**src/rtl/rom_upload_reader.sv**
```systemverilog
// Upload read-back engine: serves host byte reads from the main, sound and wave ROM RAMs.
// Optional running CRC-8 of returned bytes when UPLOAD_CRC_EN is defined.
module rom_upload_reader #(
  parameter int unsigned RAM_LAT  = 1,
  parameter logic [15:0] MAIN_END = 16'h8000,
  parameter logic [15:0] SND_BASE = 16'hE000,
  parameter logic [15:0] WAV_BASE = 16'hFF00,
  parameter logic [7:0]  FILL     = 8'hFF
) (
  input  logic        clk_sys,
  input  logic        reset_n,
  input  logic        upload,
  input  logic        rd,
  input  logic [24:0] addr,
  output logic [7:0]  din,
  output logic        ack,
  output logic        busy,
  output logic        overrun,
  output logic [14:0] main_a,
  input  logic [7:0]  main_q,
  output logic [11:0] snd_a,
  input  logic [7:0]  snd_q,
  output logic [15:0] wav_a,
  input  logic [7:0]  wav_q
`ifdef UPLOAD_CRC_EN
  ,
  output logic [7:0]  crc
`endif
);

  typedef enum logic [1:0] {S_IDLE, S_ISSUE, S_WAIT, S_RESP} state_t;
  typedef enum logic [1:0] {REG_NONE, REG_MAIN, REG_SND, REG_WAV} region_t;

  state_t      state_q, state_d;
  region_t     region_q, region_d, region_dec;
  logic [1:0]  cnt_q, cnt_d;
  logic [7:0]  din_q, din_d;
  logic        ovr_q, ovr_d;
  logic        upload_q;
  logic        up_fall;
  logic [14:0] main_a_q, main_a_d;
  logic [11:0] snd_a_q, snd_a_d;
  logic [15:0] wav_a_q, wav_a_d;

  assign up_fall = upload_q & ~upload;

  // The upper nine address bits must be clear for any region to match.
  always_comb begin
    region_dec = REG_NONE;
    if (addr[24:16] == 9'd0) begin
      if (addr[15:0] < MAIN_END)
        region_dec = REG_MAIN;
      else if (({1'b0, addr[15:0]} >= {1'b0, SND_BASE}) &&
               ({1'b0, addr[15:0]} <  ({1'b0, SND_BASE} + 17'd4096)))
        region_dec = REG_SND;
      else if (addr[15:0] >= WAV_BASE)
        region_dec = REG_WAV;
    end
  end

  always_comb begin
    state_d  = state_q;
    region_d = region_q;
    cnt_d    = cnt_q;
    din_d    = din_q;
    main_a_d = main_a_q;
    snd_a_d  = snd_a_q;
    wav_a_d  = wav_a_q;
    ovr_d    = ovr_q;

    case (state_q)
      S_IDLE: begin
        if (rd && upload) begin
          state_d  = S_ISSUE;
          region_d = region_dec;
          // Address is registered on acceptance so the RAM sees it during ISSUE.
          case (region_dec)
            REG_MAIN: main_a_d = addr[14:0];
            REG_SND:  snd_a_d  = addr[11:0];
            REG_WAV:  wav_a_d  = addr[15:0];
            default:  ;
          endcase
        end
      end
      S_ISSUE: begin
        if (!upload) begin
          state_d = S_IDLE;
        end else begin
          cnt_d   = 2'(RAM_LAT);
          state_d = S_WAIT;
        end
      end
      S_WAIT: begin
        if (!upload) begin
          state_d = S_IDLE;
        end else begin
          cnt_d = cnt_q - 2'd1;
          if (cnt_d == 2'd0) begin
            state_d = S_RESP;
            case (region_q)
              REG_MAIN: din_d = main_q;
              REG_SND:  din_d = snd_q;
              REG_WAV:  din_d = wav_q;
              default:  din_d = FILL;
            endcase
          end
        end
      end
      S_RESP:  state_d = S_IDLE;
      default: state_d = S_IDLE;
    endcase

    if (up_fall)
      ovr_d = 1'b0;
    else if (rd && (state_q != S_IDLE))
      ovr_d = 1'b1;
  end

  always_ff @(posedge clk_sys or negedge reset_n) begin
    if (!reset_n) begin
      state_q  <= S_IDLE;
      region_q <= REG_NONE;
      cnt_q    <= 2'd0;
      din_q    <= 8'h00;
      main_a_q <= 15'd0;
      snd_a_q  <= 12'd0;
      wav_a_q  <= 16'd0;
      ovr_q    <= 1'b0;
      upload_q <= 1'b0;
    end else begin
      state_q  <= state_d;
      region_q <= region_d;
      cnt_q    <= cnt_d;
      din_q    <= din_d;
      main_a_q <= main_a_d;
      snd_a_q  <= snd_a_d;
      wav_a_q  <= wav_a_d;
      ovr_q    <= ovr_d;
      upload_q <= upload;
    end
  end

  assign din     = din_q;
  assign ack     = (state_q == S_RESP);
  assign busy    = (state_q == S_ISSUE) || (state_q == S_WAIT);
  assign overrun = ovr_q;
  assign main_a  = main_a_q;
  assign snd_a   = snd_a_q;
  assign wav_a   = wav_a_q;

`ifdef UPLOAD_CRC_EN
  logic       up_rise;
  logic [7:0] crc_q, crc_d;

  // CRC-8, polynomial 0x07, MSB first.
  function automatic logic [7:0] crc8_update(input logic [7:0] c, input logic [7:0] d);
    logic [7:0] r;
    r = c ^ d;
    for (int i = 0; i < 8; i++)
      r = r[7] ? ((r << 1) ^ 8'h07) : (r << 1);
    return r;
  endfunction

  assign up_rise = upload & ~upload_q;

  always_comb begin
    crc_d = crc_q;
    if (up_rise)
      crc_d = 8'h00;
    else if (state_q == S_RESP)
      crc_d = crc8_update(crc_q, din_q);
  end

  always_ff @(posedge clk_sys or negedge reset_n) begin
    if (!reset_n)
      crc_q <= 8'h00;
    else
      crc_q <= crc_d;
  end

  assign crc = crc_q;
`endif

endmodule

```
**config.mk**
```make
export PLATFORM = sky130hd
export DESIGN_NAME = rom_upload_reader
export DESIGN_NICKNAME = d
export VERILOG_FILES = /design/src/rtl/rom_upload_reader.sv
export SDC_FILE = /design/constraint.sdc
export NUM_CORES = 1
export LEC_CHECK = 0
export ABC_AREA = 1
export CORE_UTILIZATION = 44
export DETAILED_ROUTE_END_ITERATION = 8
export GPL_ROUTABILITY_DRIVEN = 0
export PLACE_DENSITY = 0.81
export SLEW_MARGIN = 20
export SYNTH_ARGS = -nofsm -noshare
export SYNTH_HDL_FRONTEND = slang
export SYNTH_SLANG_ARGS = --single-unit
export TNS_END_PERCENT = 50
```
**constraint.sdc**
```tcl
create_clock -name clk_sys -period 2.2 [get_ports clk_sys]
set_input_delay 0.44 -clock clk_sys [delete_from_list [all_inputs] [get_ports clk_sys]]
set_output_delay 0.44 -clock clk_sys [all_outputs]
set_load 0.02 [all_outputs]
```
# Word-level counts from Yosys, hierarchy flattened
# Cells that the tools add are included.
# word_totals
output_inout_bits	54
regBits	59
wordCells	61
# op_classes
n_lt_le_gt_ge	4
n_addsub	1
eq_ne	13
muxes	15
n_reduce_logical	17
bitwise	2
# ops
cell	count
$ge 16x16->1 const B	2
$lt 16x16->1 const B	2
$pmux 8 s3	1
$mux 2	10
$reduce_and 3->1	5
$eq 2x2->1 const B	6
$logic_not 9->1	1
$pmux 2 s4	1
$eq 2x1->1 const B	3
$ne 2x2->1 const B	3
$reduce_bool 2->1	3
$logic_not 2->1	2
$pmux 2 s2	1
$reduce_and 2->1	2
$logic_and 1x1->1	3
$ne 3x3->1 const B	1
$mux 1	2
$sub 2x1->2 const B	1
$and 1x1->1	1
$logic_or 1x1->1	1
$not 1->1	1

# Depth between registers and ports, before layout
# Gate-level depths: netlist of run 1.
# depth
depth_word	7
ltp_mapped	10

# Worst setup path before layout of run 1
# No wires, ideal clock.
# synth_path
kind	reg2reg
startpoint	register state_q[0]
endpoint	register wav_a_q[6] (netlist: wav_a[6])
setup_slack_ns	0.637
path_stages_with_launch	11
period_less_slack_ns	1.563
required_ns	2.083
arrival_time_ns	1.446
setup_ns	0.117
path_cell_list	dfrtp_1 inv_1 ha_1 nand3_1 inv_2 nand2_2 nor2_8 nand3_4 buf_6 nand2_1 nand2_1
# synth_via
elab_chain_len	2
# synth_lines
element	line	rtl
start: declaration	34	state_t state_q, state_d;
start signal: assignment	131	state_q <= state_d;
$logic_not 2->1	71	case (state_q)
$reduce_and 3->1 (no line)	n/a	
end signal: assignment	137	wav_a_q <= wav_a_d;
end: declaration	43	logic [15:0] wav_a_q, wav_a_d;
# No other way between the ends.
# A chain may end at the register's enable or synchronous reset.

# Final worst setup path of run 1
# layout_path
startpoint	register state_q[0]
endpoint	output busy
# layout_via
elab_chain_len	2
elab_cells_between_ends	3
# layout_lines
element	line	rtl
$eq 2x1->1 or $eq 2x2->1 (tied branches)	145	assign busy = (state_q == S_ISSUE) || (state_q == S_WAIT);
$logic_or 1x1->1 *	145	
end: declaration	17	output logic busy,
# Every way passes the cells marked *; elsewhere a longest branch is shown, timed or not.

==> impl_metrics.ini, run 1 <==
[worst_setup_path]
cp.required_ps = 1760
cp-end-kind = output port
startpoint_type = flop
r2r_start = state_q[0]$_DFFE_PN0P_
rr_endpoint = snd_a[0]$_DFFE_PN0P_
critPathMaxFanout = 3
crit_arrival_ps = 1680
ff2ff_path_depth = 8
crit_type = flop to output port
reg2reg_slack_ps = 350

[clocking]
cts-root-buf = clkbuf_8
post_cts_resized = 0
postCtsSetupRepairBufs = 0
cts_tree = built
htreeDepth = 3
clock-sinks = 59
cts_buffer_depth = 2
clock_latency_ps = 330
cts_made_buffers = 9
cts_hold_buffers = 0
clk_pin_slew_ps = 70

[global_routing]
grt_max_degree = 37
grt_pass1_wl_mm = 11.1
track_usage = 0.231
grt_pass1_vias = 2353
grt_antenna_before_repair = 0
grt_overflow = 0

[drt]
routed_wl_mm = 6.96
drc_errors = 0
wl_per_cell_um = 14.2
dr.pass1.iters = 4
detail-route-antenna-nets = 0
via_count = 2519
viasPerCell = 5.15
first_iter_violations = 142

[sta]
drv_slew = 0
hold_viol = 0
rsz0062_at_grt = false
min_period_ps = 2120
setup_viol = 0
fin_worst_skew_ps = 6.72
tightestPinTransition_ps = 571
max_freq_mhz = 471
max-slew-margin-rel = 0.619
fin_crit_sh = 0.964
setup_tns_ps = 0

[synthesis]
syn_nets = 358
ys_types = 28
synthXorXnorAreaFrac = 0
synth_compound_area_frac = 0.0615
synth_top_family_by_area = simple AND/OR/NAND/NOR gates
yosysSeqAreaShare = 0.542
synthMuxAreaShare = 0.00367
synthSimpleGateAreaFrac = 0.302
synth_fa_ha_area_frac = 0.0230
ys_seq_elements = 59
synthCells = 300
avgSynthCellArea_um2 = 9.08
yosysWarningCount = 0
syn_area_mm2 = 0.00273

[floorplan]
initial_core_util = 0.458
core_mm2 = 0.00596
fp-row-count = 28
dieArea_mm2 = 0.00651
die_h_um = 80.7
boundaryPins = 107
die_x_um = 80.7

[layout]
final_common_cell = clkdlybuf4s50_1
instances_no_fill = 489
final_cell_mix = 105 x clkdlybuf4s50_1, 91 x nand2_1, 59 x dfrtp_1
final_nets = 467
nFillCells = 484
syn_to_final_growth_pct = 47.7
regArea_mm2 = 0.00148
diodes = 0
multi_input_area_mm2 = 0.00106
drive_above_1_share = 0.0821

[placed_design]
dp.cells = 473
io_buffer_count = 106
dp_hpwl_mm = 5.05

[run]
max_cap_violations = 0

[worst_hold_path]
hp-class = input pin to async pin

[power_and_ir_drop]
powerDensity_mw_per_mm2 = 730
max-vdd-ir-drop_mv = 0.554
leakagePower_uw = 0.00192
power_uw = 2940

[run_status]
outcome = complete, no violations
## metal layers
metal  global-route usage  share of wire
met5                    0              0
met4               0.0821          0.010
met3               0.0761          0.071
met2                0.357           0.46
met1                0.305           0.45
## cell usage after synthesis, drive strengths merged
| library cell | n | area, µm² |
|---|---|---|
| nand4 | 32 | 200 |
| a21oi | 2 | 10.0 |
| nand2 | 95 | 367 |
| o21a | 8 | 60.1 |
| dfrtp | 59 | 1480 |
| o21ai | 11 | 55.1 |
| nor2 | 11 | 60.1 |
| inv | 23 | 86.3 |
| o31ai | 1 | 7.51 |
| nand3 | 33 | 195 |
| clkbuf | 2 | 11.3 |
| ha | 5 | 62.6 |
| mux2i | 1 | 10.0 |
| a22o | 1 | 8.76 |
| buf | 13 | 88.8 |
| o22ai | 2 | 18.8 |
| a22oi | 1 | 7.51 |
## power breakdown
part	internal (µW)	switching [µW]	leakage, µW
sequential	1190	69.3	0.000745
combinational	373	376	0.00107
clock	519	411	0.0000971
total	2080	857	0.00192
## state kept, by name, summed over array words and instances, names as in the netlist
register / flops
state_q: 2
snd_a: 12
region_q: 2
din: 8
main_a: 15
overrun: 1
upload_q: 1
cnt_q: 2
wav_a: 16
## final cells by class
| class | count | share of cell area |
|---|---|---|
| Sequential cell | 59 | 0.367 |
| Timing Repair Buffer | 113 | 0.279 |
| Multi-Input combinational cell | 203 | 0.264 |
| Clock buffer | 11 | 0.0326 |
| Tap cell | 75 | 0.0233 |
| Inverter | 23 | 0.0214 |
| Clock inverter | 5 | 0.0134 |
## cell families after synthesis
group	Yosys count
simple gates	171
compound gates	26
flops	59
fa+ha+maj	5
buf+inv	38
mux	1
## critical path, cell delays in order, from the launching register on
cell and delay [ps]:
dfrtp_1 380, inv_1 90, ha_1 290, clkdlybuf4s50_1 600
## through the flow
stage | util | cell area [µm²] | setup WS [ps] | hold WS [ps]
6_report | 0.676 | 4030 | 78.3 | 95.6
2_1_floorplan | - | 2730 | 637 | 144
3_5_place_dp | 0.645 | 3840 | 53.5 | 430
3_3_place_gp | 0.645 | 3840 | 121 | 429
4_1_cts | 0.676 | 4030 | 57.5 | 99.3
5_1_grt | 0.676 | 4030 | 22.0 | 127
## worst max-delay path by stage
stage,endpoint,from,depth (start not counted),slack (ps)
after global placement,snd_a[11]$_DFFE_PN0P_,addr[10],7,120
final,busy,state_q[0]$_DFFE_PN0P_,3,80
after CTS,busy,state_q[1]$_DFFE_PN0P_,3,60
after global routing,busy,state_q[1]$_DFFE_PN0P_,3,20
after detailed placement,snd_a[5]$_DFFE_PN0P_,addr[13],9,50
after floorplan,wav_a[6]$_DFFE_PN0P_,state_q[0]$_DFFE_PN0P_,10,640
No activity file was read; power rests on OpenSTA's default activity.
==> run 2: changes to the inputs <==
- GPL_TIMING_DRIVEN: unset -> 0
==> run 2 against run 1 <==
  * Highest routed layer unchanged
  * Total power grew 0.70%
  * Routed wire length rose by 0.16%
  * Final cell count grew 1.6%
  * Non-clock buffer count is 8 higher
  * First-iteration DRC count up 1.4%
  * Design area increased by 1.2%
  * Largest cell class unchanged
  * Sequential share of layout area decreased by 0.42 points
  * Clock skew increased by 4.4 ps
  * Clock power grew 3.0%
==> impl_metrics.ini, run 2 (synthesis results as in run 1) <==
[global_routing]
grt_max_degree = 60
grt_pass1_vias = 2462
track_usage = 0.231
grt_antenna_before_repair = 0
grt_overflow = 0
grt_pass1_wl_mm = 11.4

[clocking]
cts_hold_buffers = 0
cts_buffer_depth = 2
postCtsSetupRepairBufs = 0
clk_pin_slew_ps = 60
cts_tree = built
post_cts_resized = 0
htreeDepth = 3
cts_made_buffers = 9
clock_latency_ps = 330
cts-root-buf = clkbuf_8
clock-sinks = 59

[layout]
syn_to_final_growth_pct = 49.4
final_common_cell = clkdlybuf4s50_1
final_cell_mix = 105 x clkdlybuf4s50_1, 91 x nand2_1, 59 x dfrtp_1
largest_reg_flops = 16
drive_above_1_share = 0.0995
instances_no_fill = 497
final_nets = 475
postLayoutCoreUtil = 0.684
diodes = 0

[worst_setup_path]
reg2reg_slack_ps = 400
critPathLaunch = state_q[1]$_DFFE_PN0P_
max_stage_delay_ps = 610
cp-end-kind = output port
slowest_stage = clkdlybuf4s50_1
crit_type = flop to output port
critPathMaxFanout = 4
crit_chain = inv_1 > ha_1 > clkdlybuf4s50_1
cp.required_ps = 1760
startpoint_type = flop
ff2ff_path_depth = 10
rr_endpoint = main_a[6]$_DFFE_PN0P_
r2r_start = state_q[0]$_DFFE_PN0P_
crit_arrival_ps = 1690

[run]
max_cap_violations = 0

[floorplan]
core_mm2 = 0.00596
die_h_um = 80.7
initial_core_util = 0.458
fp-row-count = 28
dieArea_mm2 = 0.00651
boundaryPins = 107
die_x_um = 80.7

[run_status]
outcome = complete, no violations

[worst_hold_path]
hp-class = input pin to async pin

[sta]
min_period_ps = 2130
rsz0062_at_grt = false
tightestPinTransition_ps = 733
fin_crit_sh = 0.967
max-slew-margin-rel = 0.511
setup_viol = 0
max_freq_mhz = 470
fin_worst_skew_ps = 11.1
drv_slew = 0
hold_viol = 0

[power_and_ir_drop]
max-vdd-ir-drop_mv = 0.447
power_uw = 2960
leakagePower_uw = 0.00195
powerDensity_mw_per_mm2 = 727

[placed_design]
dp.cells = 481
io_buffer_count = 106
dp_hpwl_mm = 5.03

[drt]
drc_errors = 0
routed_wl_mm = 6.97
first_iter_violations = 144
viasPerCell = 5.19
dr.pass1.iters = 4
detail-route-antenna-nets = 0
wl_per_cell_um = 14.0
via_count = 2581
==> run 2: changes by cell type in the layout (fill, tap and decap cells not counted) <==
cell / delta
clkbuf_8: +1
buf_6: +3
clkinv_4: -1
buf_2: +7
clkbuf_4: +1
clkinvlp_4: +1
buf_4: -3
buf_12: -1
==> run 2: layout make-up <==
class	instances	area [µm²]
Timing Repair Buffer	106	1060
Sequential cell	59	1480
Clock buffer	11	141
Tap cell	75	93.8
Multi-Input combinational cell	203	1060
Fill cell	489	1880
Inverter	23	86.3
Buffer	15	100
Clock inverter	5	52.6
==> run 2: power by group <==
| part | switching [µW] | total, µW | internal, µW |
|---|---|---|---|
| combinational | 381 | 750 | 369 |
| clock | 411 | 959 | 548 |
| sequential | 61.0 | 1250 | 1190 |
| total | 853 | 2960 | 2110 |
==> run 2: through the flow <==
step | setup slack (ps) | TNS, ps | cell area (µm²) | hold WS, ps
CTS | 63.4 | 0 | 4070 | 197
global route | 0.822 | 0 | 4070 | 227
global placement | -1090 | -63980 | 3880 | 401
detailed placement | 96.3 | 0 | 3880 | 423
floorplan | 637 | 0 | 2730 | 144
finish | 73.2 | 0 | 4070 | 178
==> run 2: how the worst max path moves through the flow <==
stage,endpoint,slack [ps],cells past startpoint
final,busy,70,3
after global routing,busy,0.8,3
after CTS,busy,60,3
after detailed placement,din[6]$_DFFE_PN0P_,100,8
after global placement,wav_a[12]$_DFFE_PN0P_,-1090,1
after floorplan,wav_a[6]$_DFFE_PN0P_,640,10
==> run 2: critical path: cells and delay by family, from the launching register on <==
family                   cells  cell delay (ps)
flip-flops                   1              390
buffers and inverters        2              690
adder cells (fa/ha/maj)      1              290
==> run 2: layer usage <==
layer  routed length [µm]  GRT usage  part of all wire
met2                 3340      0.378              0.48
met1                 2960      0.289              0.42
met5                    0          0                 0
met3                  559     0.0591             0.080
met4                  120      0.104             0.017
